--- src/rtl/mult_share_pkg.sv ---
// Shared constants, helper function and response record layout for the
// multiplier-sharing arbiter and its result FIFO.
package mult_share_pkg;

  // Ceiling log2; returns 0 for value <= 1.
  function automatic int clog2(input int value);
    int r;
    r = 0;
    while ((1 << r) < value) r++;
    return r;
  endfunction

  localparam int DEF_WIDTH = 8;
  localparam int DEF_NREQ  = 4;
  localparam int DEF_LAT   = 2;
  localparam int DEF_DEPTH = 4;
  localparam int DEF_ID_W  = clog2(DEF_NREQ);
  localparam int DEF_CNT_W = clog2(DEF_DEPTH + 1);

  // Response record as stored in the FIFO: requester id above the product.
  typedef struct packed {
    logic [DEF_ID_W-1:0]      id;
    logic [2*DEF_WIDTH-1:0]   product;
  } rsp_t;

endpackage

--- src/rtl/mult_result_fifo.sv ---
// First-word-fall-through result FIFO. Pointers wrap at DEPTH, so DEPTH
// need not be a power of two. Push and pop may happen together at any
// occupancy; a pop on an empty FIFO is ignored.
module mult_result_fifo
  import mult_share_pkg::*;
#(
  parameter int WIDTH = 18,
  parameter int DEPTH = 4
) (
  input  logic             clk,
  input  logic             rst,
  input  logic             push,
  input  logic [WIDTH-1:0] push_data,
  input  logic             pop,
  output logic [WIDTH-1:0] pop_data,
  output logic             not_empty
);

  localparam int PTR_W = (DEPTH > 1) ? clog2(DEPTH) : 1;
  localparam int CNT_W = clog2(DEPTH + 1);

  logic [WIDTH-1:0] mem [DEPTH];
  logic [PTR_W-1:0] wr_ptr;
  logic [PTR_W-1:0] rd_ptr;
  logic [CNT_W-1:0] count;
  logic             do_push;
  logic             do_pop;

  function automatic logic [PTR_W-1:0] ptr_next(input logic [PTR_W-1:0] p);
    return (p == PTR_W'(DEPTH - 1)) ? '0 : p + 1'b1;
  endfunction

  assign do_pop    = pop && (count != '0);
  assign do_push   = push && ((count != CNT_W'(DEPTH)) || do_pop);
  assign not_empty = (count != '0);
  assign pop_data  = not_empty ? mem[rd_ptr] : '0;

  // Storage array; written at the write pointer on every accepted push.
  always_ff @(posedge clk) begin
    if (do_push) mem[wr_ptr] <= push_data;
  end

  // Pointer and occupancy bookkeeping.
  always_ff @(posedge clk) begin
    if (rst) begin
      wr_ptr <= '0;
      rd_ptr <= '0;
      count  <= '0;
    end else begin
      if (do_push) wr_ptr <= ptr_next(wr_ptr);
      if (do_pop)  rd_ptr <= ptr_next(rd_ptr);
      case ({do_push, do_pop})
        2'b10:   count <= count + 1'b1;
        2'b01:   count <= count - 1'b1;
        default: count <= count;
      endcase
    end
  end

endmodule

--- src/rtl/mult_share_arbiter.sv ---
// Shares one signed multiplier among NREQ requesters. A round-robin
// arbiter grants one request per cycle while credits remain, the operands
// and requester id flow through a LAT-stage pipeline around the multiplier
// core, and results queue in a FWFT FIFO toward a single response port.
module mult_share_arbiter
  import mult_share_pkg::*;
#(
  parameter  int WIDTH = DEF_WIDTH,
  parameter  int NREQ  = DEF_NREQ,
  parameter  int LAT   = DEF_LAT,
  parameter  int DEPTH = DEF_DEPTH,
  localparam int ID_W  = clog2(NREQ),
  localparam int CNT_W = clog2(DEPTH + 1)
) (
  input  logic                  clk,
  input  logic                  rst,
  input  logic [NREQ-1:0]       req_valid,
  output logic [NREQ-1:0]       req_ready,
  input  logic [NREQ*WIDTH-1:0] req_a,
  input  logic [NREQ*WIDTH-1:0] req_b,
  output logic                  rsp_valid,
  input  logic                  rsp_ready,
  output logic [ID_W-1:0]       rsp_id,
  output logic [2*WIDTH-1:0]    rsp_product,
  output logic [CNT_W-1:0]      outstanding
);

  localparam int RSP_W = ID_W + 2 * WIDTH;

  logic [ID_W-1:0]          rr_ptr;
  logic [CNT_W-1:0]         credit_cnt;
  logic                     grant;
  logic [ID_W-1:0]          grant_id;
  logic [ID_W:0]            search_sum;

  logic                     s1_valid;
  logic [ID_W-1:0]          s1_id;
  logic signed [WIDTH-1:0]  s1_a;
  logic signed [WIDTH-1:0]  s1_b;

  logic signed [2*WIDTH-1:0] a_ext;
  logic signed [2*WIDTH-1:0] core_product;

  logic                     push;
  logic [RSP_W-1:0]         push_data;
  logic [RSP_W-1:0]         fifo_data;
  logic                     fifo_valid;
  logic                     pop;

  // Round-robin search starting at rr_ptr; grants only while credits remain.
  always_comb begin
    grant      = 1'b0;
    grant_id   = '0;
    req_ready  = '0;
    search_sum = '0;
    if (!rst && (credit_cnt < CNT_W'(DEPTH))) begin
      for (int k = 0; k < NREQ; k++) begin
        search_sum = {1'b0, rr_ptr} + (ID_W + 1)'(k);
        if (search_sum >= (ID_W + 1)'(NREQ)) search_sum = search_sum - (ID_W + 1)'(NREQ);
        if (!grant && req_valid[search_sum[ID_W-1:0]]) begin
          grant    = 1'b1;
          grant_id = search_sum[ID_W-1:0];
        end
      end
      if (grant) req_ready[grant_id] = 1'b1;
    end
  end

  // Round-robin pointer moves just past the port that won a handshake.
  always_ff @(posedge clk) begin
    if (rst) begin
      rr_ptr <= '0;
    end else if (grant) begin
      rr_ptr <= (grant_id == ID_W'(NREQ - 1)) ? '0 : grant_id + 1'b1;
    end
  end

  // Credit counter: one credit per grant, returned on each accepted response.
  always_ff @(posedge clk) begin
    if (rst) begin
      credit_cnt <= '0;
    end else begin
      case ({grant, pop})
        2'b10:   credit_cnt <= credit_cnt + 1'b1;
        2'b01:   credit_cnt <= credit_cnt - 1'b1;
        default: credit_cnt <= credit_cnt;
      endcase
    end
  end

  // Operand register: first pipeline stage captures the granted request.
  always_ff @(posedge clk) begin
    if (rst) begin
      s1_valid <= 1'b0;
      s1_id    <= '0;
      s1_a     <= '0;
      s1_b     <= '0;
    end else begin
      s1_valid <= grant;
      if (grant) begin
        s1_id <= grant_id;
        s1_a  <= req_a[grant_id*WIDTH +: WIDTH];
        s1_b  <= req_b[grant_id*WIDTH +: WIDTH];
      end
    end
  end

  assign a_ext = (2*WIDTH)'(s1_a);

`ifdef MULT_ARCH_RIPPLE
  // Shift-and-add core; the sign bit of b carries negative weight.
  always_comb begin
    core_product = '0;
    for (int i = 0; i < WIDTH; i++) begin
      if (s1_b[i]) begin
        if (i == WIDTH - 1) core_product = core_product - (a_ext <<< i);
        else                core_product = core_product + (a_ext <<< i);
      end
    end
  end
`else
  logic signed [2*WIDTH-1:0] b_ext;
  assign b_ext        = (2*WIDTH)'(s1_b);
  assign core_product = a_ext * b_ext;
`endif

  generate
    if (LAT == 1) begin : g_lat1
      assign push      = s1_valid;
      assign push_data = {s1_id, core_product};
    end else begin : g_latn
      logic [LAT:2]         pv;
      logic [ID_W-1:0]      pid   [LAT:2];
      logic [2*WIDTH-1:0]   pprod [LAT:2];

      // Result stages 2..LAT carry valid, id and product toward the FIFO.
      always_ff @(posedge clk) begin
        if (rst) begin
          pv <= '0;
        end else begin
          pv[2]    <= s1_valid;
          pid[2]   <= s1_id;
          pprod[2] <= core_product;
          for (int k = 3; k <= LAT; k++) begin
            pv[k]    <= pv[k-1];
            pid[k]   <= pid[k-1];
            pprod[k] <= pprod[k-1];
          end
        end
      end

      assign push      = pv[LAT];
      assign push_data = {pid[LAT], pprod[LAT]};
    end
  endgenerate

  mult_result_fifo #(
    .WIDTH (RSP_W),
    .DEPTH (DEPTH)
  ) u_fifo (
    .clk       (clk),
    .rst       (rst),
    .push      (push),
    .push_data (push_data),
    .pop       (pop),
    .pop_data  (fifo_data),
    .not_empty (fifo_valid)
  );

  assign rsp_valid                 = fifo_valid & ~rst;
  assign pop                       = rsp_valid & rsp_ready;
  assign {rsp_id, rsp_product}     = rsp_valid ? fifo_data : '0;
  assign outstanding               = rst ? '0 : credit_cnt;

endmodule

--- config.mk ---
export PLATFORM = sky130hd
export DESIGN_NAME = mult_share_arbiter
export DESIGN_NICKNAME = d
export VERILOG_FILES = /design/src/rtl/mult_share_pkg.sv /design/src/rtl/mult_result_fifo.sv /design/src/rtl/mult_share_arbiter.sv
export SDC_FILE = /design/constraint.sdc
export NUM_CORES = 1
export LEC_CHECK = 0
export CAP_MARGIN = 15
export CORE_UTILIZATION = 46
export DETAILED_ROUTE_END_ITERATION = 10
export GPL_TIMING_DRIVEN = 0
export PLACE_DENSITY = 0.68
export SYNTH_ARGS = -nofsm -noshare
export SYNTH_HDL_FRONTEND = slang
export SYNTH_HIERARCHICAL = 1
export SYNTH_SLANG_ARGS = --single-unit
--- constraint.sdc ---
create_clock -name clk -period 5.25 [get_ports clk]
set_input_delay 1.05 -clock clk [delete_from_list [all_inputs] [get_ports clk]]
set_output_delay 1.05 -clock clk [all_outputs]
set_load 0.01 [all_outputs]
==> flow_summary.ini <==
[timing]
timing.final.crit_share_pct = 87.6
number_of_setup_violations_in_the_final_report = 0
final_period_minus_worst_setup_slack_ps = 4600
rsz0062_at_grt = false
slew_at_the_pin_closest_to_its_max_slew_limit_ps = 957
tns_ps = 0
fmax_mhz = 218
worst_slew_margin_rel_pct = 36.2
layout_setup_ws_ps = 653
clock-skew-final_ps = 6.47
holdWs_ps = 430
report.final.hold_viol_count = 0
slew_violations = 0

[yosys]
synth.largest_area_cell = edfxtp_1
synth_async_sr_flop_share_pct = 0
leading_post_synthesis_cells_by_cell_area = edfxtp_1 33%, fa_1 14%, dfxtp_1 8.4%, ha_1 5.4%, and2_1 5.0%
register_bit_count_reported_by_yosys = 124
synth.distinct_cells = 66
synth_flop_cell = edfxtp_1
synth_enable_flop_cells = 90
postSynthNetCount = 828
synth-warning-count = 6
synthDominantCellAreaShare_pct = 33.3
syn_area_per_cell_um2 = 12.2
synth_cells = 665
synth_sequential_area_ratio_pct = 41.7
synth.cell_area_um2 = 8110

[place]
portBuffers = 96
half_perimeter_wire_length_after_detailed_placement_um = 12500
minimum_setup_slack_after_placement_ps = 677
dp.cells = 986
place_area_um2 = 9350
globalplace.congestion = 0.837

[setup_path]
rrSetupSlack_ps = 650
path_max_fanout = 9
crit_path_start_kind = register
worst_ep_arrival_time_ps = 4750
critPathCaptureType = register
launch_instance_of_the_worst_register_to_register_path = s1_a[4]
worst_ep_required_time_ps = 5400
worst_setup_path_startpoint = s1_a[4]
r2r_end = g_latn.pprod[2][13]
timing.setup.critical_path_class = register to register
worst_reg_to_reg_cells = 13
critPathCapture = g_latn.pprod[2][13]

[die]
placement_row_count = 48
pin_count = 97
core_um2 = 17200
die_h_um = 135
floorplan.die_area_um2 = 18200
start_util_pct = 47.1
width_of_the_die_um = 135

[power_and_ir_drop]
total_leakage_power_nw = 3.94
peakVddDrop_v = 0.000213
p_total_mw = 3.86
power_density_over_the_cells_nw_per_um2 = 387

[detailed_routing]
drtPass1Iterations = 4
remaining_drc_errors = 0
detail_route.wirelength_um = 16000
detail_route.vias_per_cell = 5.13
wl_per_cell_um = 15.7
routed-via-count = 5223
ant_nets = 0
detailedRoute.firstIterationViolations = 222

[cells_and_area]
mostFrequentLayoutCell = clkdlybuf4s50_1
drive_gt1_share_pct = 11.2
commonest_non_fill_non_tap_cells_in_the_layout = 96 x clkdlybuf4s50_1, 90 x edfxtp_1, 87 x inv_1, 65 x and2_1, 57 x fa_1
stdcell_area_um2 = 9980
layout.cells.non_filler = 1018
final_util_pct = 57.9
area_delta_synth_final_pct = 23.0
num_antenna_cells = 0
design.final.nets = 943

[global_routing]
overflow = 0
globalRouteMet1Util_pct = 23.3
grt_first_pass_wirelength_um = 26500
first_global_vias = 5495
grt_use_met2_pct = 33.8
grt_util_all_layers_pct = 19.0
busiest_layer = met2
antenna_found_initial = 0
global_route_met3_usage_pct = 3.72
grt_start_max_net_pins = 22

[hold_path]
hold_class = register to register

[run]
max_cap_violations = 0

[clocking]
tritoncts = built
cts.sinks = 124
clock_tree.buffer_depth = 2
cts_buffers = 17
cts_setup_buffers = 0
clk_pin_slew_ps = 60
htree_levels = 4
ctsRootBufferMaster = clkbuf_16
cts-hold-fix-buffers = 0
post_cts.resized_instances = 0
clock_latency_ps = 410

[run_status]
result_of_the_run = completed
==> worst max-delay path: stages, from the launching register on <==
cell and delay (ps):
dfxtp_1 300, clkbuf_1 360, nand2_1 150, fa_1 560
fa_1 440, fa_1 520, fa_1 540, inv_1 50
ha_1 320, nand2_1 60, o21ai_0 400, o21ai_0 250
o21ba_2 260, xnor2_1 120
==> per-layer routing <==
| metal | vias up | wire (um) |
|---|---|---|
| li1 | 2521 | - |
| met1 | 2570 | 6900 |
| met2 | 117 | 8390 |
| met3 | 15 | 514 |
| met4 | 0 | 158 |
| met5 | - | 0 |
==> Yosys cell counts, drive strengths merged (5+ instances only) <==
cell and n:
buf 16, a21oi 15, mux4 18, and2 65
fa 57, nand3 9, clkbuf 5, nand2 41
o21ai 13, a21o 6, o211ai 5, mux2i 27
nor2b 21, inv 90, xor2 5, edfxtp 90
o221ai 13, nor2 32, ha 35, xnor2 15
dfxtp 34, and2b 7
==> logic make-up after synthesis <==
| logic type | after synthesis | share of synthesized area, % |
|---|---|---|
| flops | 124 | 41.7 |
| buf+inv | 111 | 6.15 |
| xor+xnor | 20 | 2.16 |
| mux | 46 | 8.84 |
| fa+ha+maj | 92 | 19.5 |
| compound gates | 74 | 6.90 |
| simple gates | 198 | 14.8 |
==> registers in the layout (all words and copies together) (netlist names), 2 cells and up, named ones only <==
name and flops:
credit_cnt 3, g_latn.pid 2, g_latn.pprod 16, rr_ptr 2, s1_a 8, s1_b 8, s1_id 2, u_fifo/count 3
u_fifo/mem 72, u_fifo/rd_ptr 2, u_fifo/wr_ptr 2
==> final cells by class <==
cell class                 instances  area, um2
multi-input combinational        430       4230
clock inverter                    15        196
clock buffer                      17        425
tap                              225        282
fill                            1375       7260
inverter                          90        338
sequential                       124       3380
buffer                            21        161
timing repair buffer              96        961
==> worst min path at each step <==
stage               startpoint               end  cells after the start  slack (ps)
floorplan             s1_id[1]  g_latn.pid[2][1]                      0         410
global placement      s1_id[0]  g_latn.pid[2][0]                      0         420
detailed placement    s1_id[0]  g_latn.pid[2][0]                      0         420
CTS                   s1_id[0]  g_latn.pid[2][0]                      0         430
global route          s1_id[0]  g_latn.pid[2][0]                      0         450
finish                s1_id[0]  g_latn.pid[2][0]                      0         430
==> where the power goes <==
part           switching, mW  total (mW)  internal (mW)
logic                  0.677        1.27          0.591
registers              0.110        1.38           1.27
clock network          0.423        1.21          0.791
total                   1.21        3.86           2.65
(Power assumes the default switching activity.)
